==> config.mk <==
export PLATFORM = sky130hd
export DESIGN_NAME = wb_write_arbiter_flat
export DESIGN_NICKNAME = d
export VERILOG_FILES = /design/src/rtl/wb_write_arbiter_if.sv /design/src/rtl/wb_write_arbiter.sv /design/src/flat_wrapper.sv
export SDC_FILE = /design/constraint.sdc
export NUM_CORES = 1
export LEC_CHECK = 0
export BUFFER_PORTS_ARGS = -buffer_cell sky130_fd_sc_hd__buf_2
export CAP_MARGIN = 30
export CORE_MARGIN = 1
export CORE_UTILIZATION = 59
export CTS_CLUSTER_SIZE = 24
export DETAILED_ROUTE_END_ITERATION = 12
export HOLD_SLACK_MARGIN = 0.12
export PLACE_DENSITY = 0.95
export REMOVE_ABC_BUFFERS = 1
export SLEW_MARGIN = 10
export SYNTH_ARGS = -nofsm -noshare
export SYNTH_HDL_FRONTEND = slang
export SYNTH_SLANG_ARGS = --single-unit
export TNS_END_PERCENT = 5
==> constraint.sdc <==
create_clock -name clock -period 6.03 [get_ports clock]
set_input_delay 0.9045 -clock clock [delete_from_list [all_inputs] [get_ports clock]]
set_output_delay 0.9045 -clock clock [all_outputs]
set_load 0.05 [all_outputs]
==> src/rtl/wb_write_arbiter_if.sv <==
`default_nettype none
// ============================================================================
//  Module      : wb_write_arbiter_if
//  Description : Bundle for the regfile writeback arbiter. It carries the
//                pipeline and multdiv write sources, the regfile write port
//                and the pending-register status.
//  Revision    : 1.0 - initial release
// ============================================================================
interface wb_write_arbiter_if #(
    parameter int CNTW = 2
);
    // MW-stage pipeline writeback
    logic              pipe_valid;
    logic [4:0]        pipe_reg;
    logic [31:0]       pipe_data;
    // Multdiv result handshake
    logic              md_valid;
    logic              md_ready;
    logic [4:0]        md_reg;
    logic [31:0]       md_data;
    // Regfile write port
    logic              ctrl_writeEnable;
    logic [4:0]        ctrl_writeReg;
    logic [31:0]       data_writeReg;
    // Status for the hazard/stall unit
    logic [31:0]       md_pending_mask;
    logic [CNTW:0]     md_count;

    // Source side: drives both writeback sources, observes the regfile port
    modport master (
        output pipe_valid, pipe_reg, pipe_data,
        output md_valid, md_reg, md_data,
        input  md_ready,
        input  ctrl_writeEnable, ctrl_writeReg, data_writeReg,
        input  md_pending_mask, md_count
    );

    // Arbiter side
    modport slave (
        input  pipe_valid, pipe_reg, pipe_data,
        input  md_valid, md_reg, md_data,
        output md_ready,
        output ctrl_writeEnable, ctrl_writeReg, data_writeReg,
        output md_pending_mask, md_count
    );
endinterface
`default_nettype wire

==> src/rtl/wb_write_arbiter.sv <==
`default_nettype none
// ============================================================================
//  Module      : wb_write_arbiter
//  Description : Owns the regfile write port. Pipeline writes always win;
//                multdiv results are bypassed when the port and buffer are
//                free, otherwise held in a small FIFO until an idle cycle.
//                A pipeline write squashes older buffered results to the
//                same register (WAW).
//  Revision    : 1.0 - initial release
// ============================================================================
module wb_write_arbiter #(
    parameter int DEPTH = 2,
    parameter int CNTW  = 2
) (
    input  wire logic           clock,
    input  wire logic           ctrl_reset,
    wb_write_arbiter_if.slave   bus
);

    localparam int            PTRW      = (DEPTH > 1) ? $clog2(DEPTH) : 1;
    localparam logic [CNTW:0] DEPTH_CNT = (CNTW + 1)'(DEPTH);
    localparam logic [PTRW-1:0] PTR_ONE = PTRW'(1);

    // Buffer storage; live = occupied and not squashed
    logic [DEPTH-1:0]  ent_live_q, ent_live_d;
    logic [4:0]        ent_reg_q  [DEPTH];
    logic [4:0]        ent_reg_d  [DEPTH];
    logic [31:0]       ent_data_q [DEPTH];
    logic [31:0]       ent_data_d [DEPTH];
    logic [PTRW-1:0]   head_q, head_d;
    logic [PTRW-1:0]   tail_q, tail_d;
    logic [CNTW:0]     count_q, count_d;

    // Registered regfile write port
    logic              we_q, we_d;
    logic [4:0]        wreg_q, wreg_d;
    logic [31:0]       wdata_q, wdata_d;

    logic              w_md_ready;
    logic              w_md_acc;
    logic              w_pipe_sel;
    logic              w_empty;
    logic              w_pop;
    logic              w_bypass;
    logic              w_md_squash;
    logic              w_push;
    logic [31:0]       w_mask;

    // Per-cycle arbitration decisions
    always_comb begin
        w_md_ready  = (count_q < DEPTH_CNT) & ~ctrl_reset;
        w_md_acc    = bus.md_valid & w_md_ready;
        w_pipe_sel  = bus.pipe_valid & (bus.pipe_reg != 5'd0);
        w_empty     = (count_q == '0);
        w_pop       = ~w_pipe_sel & ~w_empty;
        w_bypass    = ~w_pipe_sel & w_empty & w_md_acc & (bus.md_reg != 5'd0);
        // An older md result to the register the pipe is writing is dead
        w_md_squash = w_pipe_sel & (bus.md_reg == bus.pipe_reg);
        w_push      = w_md_acc & (bus.md_reg != 5'd0) & ~w_bypass & ~w_md_squash;
    end

    // Next state for the buffer and the write port
    always_comb begin
        ent_live_d = ent_live_q;
        ent_reg_d  = ent_reg_q;
        ent_data_d = ent_data_q;
        head_d     = head_q;
        tail_d     = tail_q;
        count_d    = count_q + (CNTW + 1)'(w_push) - (CNTW + 1)'(w_pop);
        we_d       = 1'b0;
        wreg_d     = wreg_q;
        wdata_d    = wdata_q;

        if (w_pipe_sel) begin
            we_d    = 1'b1;
            wreg_d  = bus.pipe_reg;
            wdata_d = bus.pipe_data;
            // Squashed entries keep their slot but never reach the regfile
            for (int i = 0; i < DEPTH; i++) begin
                if (ent_reg_q[i] == bus.pipe_reg) begin
                    ent_live_d[i] = 1'b0;
                end
            end
        end else if (w_pop) begin
            we_d = ent_live_q[head_q];
            if (ent_live_q[head_q]) begin
                wreg_d  = ent_reg_q[head_q];
                wdata_d = ent_data_q[head_q];
            end
            ent_live_d[head_q] = 1'b0;
            head_d             = head_q + PTR_ONE;
        end else if (w_bypass) begin
            we_d    = 1'b1;
            wreg_d  = bus.md_reg;
            wdata_d = bus.md_data;
        end

        // Tail slot is never the popped slot: push is impossible when full
        if (w_push) begin
            ent_live_d[tail_q] = 1'b1;
            ent_reg_d[tail_q]  = bus.md_reg;
            ent_data_d[tail_q] = bus.md_data;
            tail_d             = tail_q + PTR_ONE;
        end
    end

    // State registers; reset flushes the buffer without writing it
    always_ff @(posedge clock) begin
        if (ctrl_reset) begin
            ent_live_q <= '0;
            for (int i = 0; i < DEPTH; i++) begin
                ent_reg_q[i]  <= 5'd0;
                ent_data_q[i] <= 32'd0;
            end
            head_q  <= '0;
            tail_q  <= '0;
            count_q <= '0;
            we_q    <= 1'b0;
            wreg_q  <= 5'd0;
            wdata_q <= 32'd0;
        end else begin
            ent_live_q <= ent_live_d;
            ent_reg_q  <= ent_reg_d;
            ent_data_q <= ent_data_d;
            head_q     <= head_d;
            tail_q     <= tail_d;
            count_q    <= count_d;
            we_q       <= we_d;
            wreg_q     <= wreg_d;
            wdata_q    <= wdata_d;
        end
    end

    // Pending mask from live entries only; r0 is never pending
    always_comb begin
        w_mask = 32'd0;
        for (int i = 0; i < DEPTH; i++) begin
            if (ent_live_q[i]) begin
                w_mask[ent_reg_q[i]] = 1'b1;
            end
        end
        w_mask[0] = 1'b0;
    end

    assign bus.md_ready         = w_md_ready;
    assign bus.ctrl_writeEnable = we_q;
    assign bus.ctrl_writeReg    = wreg_q;
    assign bus.data_writeReg    = wdata_q;
    assign bus.md_pending_mask  = w_mask;
    assign bus.md_count         = count_q;

endmodule
`default_nettype wire

==> src/flat_wrapper.sv <==
// flat-port wrapper written by rule: the top's interface ports become plain ports
module wb_write_arbiter_flat 
#(
    parameter int DEPTH = 2,
    parameter int CNTW  = 2
)
  (clock, ctrl_reset, bus_pipe_valid, bus_pipe_reg, bus_pipe_data, bus_md_valid, bus_md_reg, bus_md_data, bus_md_ready, bus_ctrl_writeEnable, bus_ctrl_writeReg, bus_data_writeReg, bus_md_pending_mask, bus_md_count);
  wb_write_arbiter_if #(.CNTW(CNTW)) bus_i ();
  input  wire logic clock;
  input  wire logic ctrl_reset;
  input wire logic [$bits(bus_i.pipe_valid)-1:0] bus_pipe_valid;
  input wire logic [$bits(bus_i.pipe_reg)-1:0] bus_pipe_reg;
  input wire logic [$bits(bus_i.pipe_data)-1:0] bus_pipe_data;
  input wire logic [$bits(bus_i.md_valid)-1:0] bus_md_valid;
  input wire logic [$bits(bus_i.md_reg)-1:0] bus_md_reg;
  input wire logic [$bits(bus_i.md_data)-1:0] bus_md_data;
  output wire logic [$bits(bus_i.md_ready)-1:0] bus_md_ready;
  output wire logic [$bits(bus_i.ctrl_writeEnable)-1:0] bus_ctrl_writeEnable;
  output wire logic [$bits(bus_i.ctrl_writeReg)-1:0] bus_ctrl_writeReg;
  output wire logic [$bits(bus_i.data_writeReg)-1:0] bus_data_writeReg;
  output wire logic [$bits(bus_i.md_pending_mask)-1:0] bus_md_pending_mask;
  output wire logic [$bits(bus_i.md_count)-1:0] bus_md_count;
  assign bus_i.pipe_valid = bus_pipe_valid;
  assign bus_i.pipe_reg = bus_pipe_reg;
  assign bus_i.pipe_data = bus_pipe_data;
  assign bus_i.md_valid = bus_md_valid;
  assign bus_i.md_reg = bus_md_reg;
  assign bus_i.md_data = bus_md_data;
  assign bus_md_ready = bus_i.md_ready;
  assign bus_ctrl_writeEnable = bus_i.ctrl_writeEnable;
  assign bus_ctrl_writeReg = bus_i.ctrl_writeReg;
  assign bus_data_writeReg = bus_i.data_writeReg;
  assign bus_md_pending_mask = bus_i.md_pending_mask;
  assign bus_md_count = bus_i.md_count;
  wb_write_arbiter #(.DEPTH(DEPTH), .CNTW(CNTW)) u_core (.clock(clock), .ctrl_reset(ctrl_reset), .bus(bus_i));
endmodule
# After elaboration in Yosys (flattened, before gate mapping)

Index checks and enable logic that the tools add are counted.

Register bits: 119
Latch bits: 0
Bits in writable memories: 0
Memory bits (read-only): 0
Input port bits: 78
Output and inout port bits: 74
Word-level logic and storage cells: 104
Memories: 0

$add $sub $neg: 4
Multiply operators: 0
Div/mod/pow operators: 0
Magnitude comparators: 12
Equality and inequality tests: 4
Shift operators: 0
Muxes and demuxes: 40
Bitwise gates (word level): 22
Reduce and logical (&&, ||, !) cells: 11

Operator list:

| cell                                                              | count |
|---|---|
| two-way mux 32 bit                                                | 10 |
| bitwise mux 64 bit                                                | 1 |
| two-way mux 5 bit                                                 | 8 |
| demux 32 bit (select 1 bit)                                       | 1 |
| bitwise OR 32 bit                                                 | 1 |
| == test 5 bit                                                     | 3 |
| < comparator 5 x 6 -> 1 bit, second input constant                | 2 |
| AND 1 bit                                                         | 11 |
| two-way mux 1 bit                                                 | 11 |
| bitwise mux 10 bit                                                | 1 |
| demux 1 bit (select 5 bit)                                        | 2 |
| greater-or-equal comparator 5 x 1 -> 1 bit, second input constant | 2 |
| nonzero test 5 bit                                                | 2 |
| two-way mux 2 bit                                                 | 3 |
| demux 5 bit (select 1 bit)                                        | 1 |
| logical AND 1 bit                                                 | 5 |
| NOT 1 bit                                                         | 5 |
| greater-or-equal comparator 2 bit, second input constant          | 2 |
| < comparator 1 x 2 -> 1 bit, second input constant                | 2 |
| NOT 1 -> 2 bit                                                    | 2 |
| AND reduction 2 bit                                               | 2 |
| adder 3 x 1 -> 3 bit                                              | 1 |
| zero test 3 bit                                                   | 1 |
| < comparator 3 x 2 -> 1 bit, second input constant                | 1 |
| 10 further kinds                                                  | 13 |

# Depth between registers and ports, before layout

Word-level depth: 11
Mapped depth: 12

# Least setup slack after synthesis

No wires, ideal clock.

Path type: input to register
Start: input bus_pipe_reg[1]
End: register u_core.count_q[2], in the netlist u_core.bus.md_count[2]
Data arrival time: 3.073 ns
Path slack: 2.829 ns
Cell stages on the path: 12
Path buffers: 2
Cell sequence: or4_4 o21a_4 buf_6 buf_4 nor2_1 ha_1 inv_1 ha_1 inv_1 fa_1 xnor2_1 nor2_1

Word-level cells in the longest chain between the ends: 11

Ends and longest elaborated chain:

| what                          | line                                           | RTL |
|---|---|---|
| start, declared               | flat_wrapper.sv:12                             | `input wire logic [$bits(bus_i.pipe_reg)-1:0] bus_pipe_reg;` |
| nonzero test 5 bit            | wb_write_arbiter.sv:53                         | `w_pipe_sel = bus.pipe_valid & (bus.pipe_reg != 5'd0);` |
| AND 1 bit                     | wb_write_arbiter.sv:53                         |  |
| NOT 1 bit                     | wb_write_arbiter.sv:55, wb_write_arbiter.sv:56 |  |
| AND 1 bit (3 in series)       | wb_write_arbiter.sv:56                         | `w_bypass = ~w_pipe_sel & w_empty & w_md_acc & (bus.md_reg != 5'd0);` |
| NOT 1 bit                     | wb_write_arbiter.sv:59                         | `w_push = w_md_acc & (bus.md_reg != 5'd0) & ~w_bypass & ~w_md_squash;` |
| AND 1 bit (2 in series)       | wb_write_arbiter.sv:59                         |  |
| adder 3 x 1 -> 3 bit          | wb_write_arbiter.sv:69                         | `count_d = count_q + (CNTW + 1)'(w_push) - (CNTW + 1)'(w_pop);` |
| subtractor 3 x 1 -> 3 bit (*) | wb_write_arbiter.sv:69                         |  |
| end signal, assigned          | wb_write_arbiter.sv:127                        | `count_q <= count_d;` |
| end, declared                 | wb_write_arbiter.sv:32                         | `logic [CNTW:0] count_q, count_d;` |

Every way passes the cells marked *; elsewhere a longest branch is shown, timed or not.
A chain may end at the register's enable or synchronous reset.

# Final worst setup path

Ends and elaborated chain as after synthesis.

==> metrics.yaml <==
status: "complete, no violations"
min-delay-start: "u_core.ent_data_q[55]"
cts.clk_slew.worst_paths_ns: 0.06
hold_path_class: "reg2reg"
p_total_uw: 3160
swShare_pct: 41.8
ys_seq_elements: 119
start_util_pct: 60.6
synth_area_um2: 6570
relSlewSlack_pct: 34.1
report.final.slew_viol_count: 0
power_frac_seq_pct: 31.4
cts_setup_buffers: 0
min_period_ns: 3.42
ctsLongestPathBuffers: 2
core_um2: 10800
post-dp-hpwl_um: 10900
vias: 6433
drtPass1Iterations: 6
worstPathRequired_ns: 6.42
drtIter0Drc: 701
finalSetupTns_ns: 0
clock_skew_ns: 0.00991
fp-row-count: 38
utilization_pct: 71.6
power_frac_comb_pct: 38.3
grt_max_degree: 80
p_sw_uw: 1320
port_buffers: 150
diodes: 0
timing.rr.end: "u_core.bus.ctrl_writeReg[4]"
critical_path_arrival_ns: 3.81
whs_ns: 0.477
period_share_pct: 56.7
rsz0062_at_grt: "false"
crit_start: "bus_pipe_reg[1]"
cts.root.buffer_cell: "clkbuf_8"
clkSinkCount: 119
yosysSeqAreaShare_pct: 36.3
ant_nets: 0
antenna_found_initial: 0
synth_warnings: 0
post_cts_resize_count: 0
drc: 0
rr_worst_depth: 5
grt_pass1_wl_um: 28900
grt_usage_pct: 31.3
synth_cells: 781
ir_drop_v: 0.000244
worstMarginPinSlew_ns: 0.989
fp.dieW_um: 107
drive_gt1_share_pct: 30.6
critPathKind: "in2reg"
synth-edff-count: 0
cts_made_buffers: 17
hold_violations: 0
grt_pass1_vias: 5939
synth-async-reset-ratio_pct: 0
place_congestion: 0.916
cts_tree: "yes"
regToRegSetupSlack_ns: 3.13
clk_latency_ns: 0.52
syn2layout_area_growth_pct: 18.3
max_freq_ghz: 0.292
nNetsFinal: 951
ioPinCount: 152
p_leak_uw: 0.00285
vias_per_cell: 6.29
setup_viol: 0
htree_levels: 4
overflow: 0
power_density_nw_per_um2: 407
critPathCapture: "u_core.bus.md_count[2]"
wirelength_um: 18000
wl_per_cell_um: 17.6
ys_types: 47
start_kind: "input port"
syn_avg_cell_area_um2: 8.41
p_int_uw: 1840
cp-end-kind: "flip-flop"
cts_hold_buffers: 0
synth-main-ff-cell: "dfxtp_1"
dieArea_um2: 11600
drv_cap: 0
critPathMaxFanout: 75
r2r-start: "u_core.bus.md_count[1]"
p_clk_share_pct: 30.3
die_h_um: 107
==> state kept, by name (all words and copies together) (netlist names) <==
| register | cells |
|---|---|
| u_core.bus.ctrl_writeEnable | 1 |
| u_core.ent_data_q | 64 |
| u_core.tail_q | 1 |
| u_core.ent_reg_q | 10 |
| u_core.bus.data_writeReg | 32 |
| u_core.head_q | 1 |
| u_core.bus.ctrl_writeReg | 5 |
| u_core.ent_live_q | 2 |
| u_core.bus.md_count | 3 |
==> critical path, stage by stage <==
cell	delay (ns)
buf_2	0.15
or4_4	0.57
o21a_4	0.38
buf_12	0.27
and4_4	0.38
a211oi_2	0.28
ha_1	0.18
inv_1	0.05
fa_1	0.38
xnor2_1	0.17
nor2_1	0.06
==> cells by family (layout without fill, tap and decap cells) <==
kind of cell	Yosys count	count (layout)	share of synthesized area, %
xor+xnor	16	16	2.13
simple gates	237	237	19.1
other cells	1	1	0.0571
mux	1	1	0.152
compound gates	307	307	33.6
flops	119	119	36.3
buf+inv	96	197	7.74
fa+ha+maj	4	4	0.877
==> cells in the mapped netlist (3+ instances only) <==
cell	instances	share of area, %
inv_1	5	0.29
or3_1	4	0.38
buf_12	3	0.91
nand2_1	41	2.3
o22ai_1	31	3.0
buf_2	24	1.8
buf_4	5	0.57
o21ai_0	72	5.5
a221oi_2	29	6.6
clkbuf_1	47	2.7
clkbuf_2	4	0.30
dfxtp_1	119	36
nand3_1	80	6.1
nor3_1	4	0.30
a221oi_1	7	0.93
a211oi_1	8	0.91
ha_1	3	0.57
buf_6	6	1.0
nand3b_1	47	5.4
xnor2_1	7	0.93
xor2_1	9	1.2
a211oi_2	32	6.1
nor2_1	44	2.5
o21ai_1	5	0.38
or3b_2	5	0.67
a21oi_1	114	8.7
==> layout make-up <==
class	instances	area, µm²
timing repair buffer	160	906
clock inverter	14	138
clock buffer	18	428
sequential	119	2380
multi-input combinational	566	3720
tap	140	175
fill	828	3080
inverter	5	18.8
==> layer usage <==
| layer | wire length [µm] | global-route usage (%) | part of all wire, % | vias to the layer above |
|---|---|---|---|---|
| met4 | 513 | 14.1 | 2.9 | 0 |
| met3 | 1380 | 6.54 | 7.6 | 49 |
| li1 | - | - | - | 3067 |
| met5 | 0 | 0 | 0 | - |
| met1 | 7390 | 38.8 | 41 | 2975 |
| met2 | 8710 | 52.2 | 48 | 342 |
==> power groups by stage <==
stage	clock network, µW	logic [µW]	registers [µW]
detailed placement	0	1190	1010
global route	1000	1300	1010
floorplan	0	617	1250
global placement	0	1150	999
finish	956	1210	993
CTS	962	1200	991
==> worst min path at each step <==
stage / endpoint / slack (ns) / depth (start not counted)
floorplan: u_core.ent_data_q[56] / 0.45 / 2
global placement: u_core.ent_data_q[34] / 0.46 / 2
detailed placement: u_core.ent_data_q[52] / 0.47 / 2
CTS: u_core.ent_data_q[52] / 0.47 / 2
global route: u_core.ent_data_q[60] / 0.49 / 2
finish: u_core.ent_data_q[55] / 0.48 / 2
==> per-stage QoR <==
stage / setup WS, ns / cells / cell area (µm²)
2_1_floorplan: 0.739 / 690 / 6080
3_3_place_gp: 2.12 / 985 / 7080
3_5_place_dp: 2.08 / 988 / 7140
4_1_cts: 2.62 / 1020 / 7710
5_1_grt: 2.46 / 1022 / 7760
6_report: 2.61 / 1022 / 7760
==> placed cells by master (no fill, tap or decap), types with 2 or more instances in the layout <==
master and instances:
nand3b_1 47, nor2_1 44, buf_12 3, buf_16 2, dfxtp_1 119, nand2_1 41
a221oi_1 7, buf_4 6, clkinv_4 2, o21ai_1 5, o22ai_1 31, or3b_2 5
clkbuf_8 2, a21oi_1 114, clkinvlp_4 5, nor3_1 3, xnor2_1 7, a221oi_2 29
o211ai_1 2, clkbuf_16 16, inv_6 6, o21ai_0 72, inv_1 5, or3_1 3
xor2_1 9, nand2b_1 2, nor2b_1 2, a211oi_2 32, nand4_1 2, ha_1 3
nand3_1 79, buf_2 149, a211oi_1 7
No activity file was read; power rests on OpenSTA's default activity.
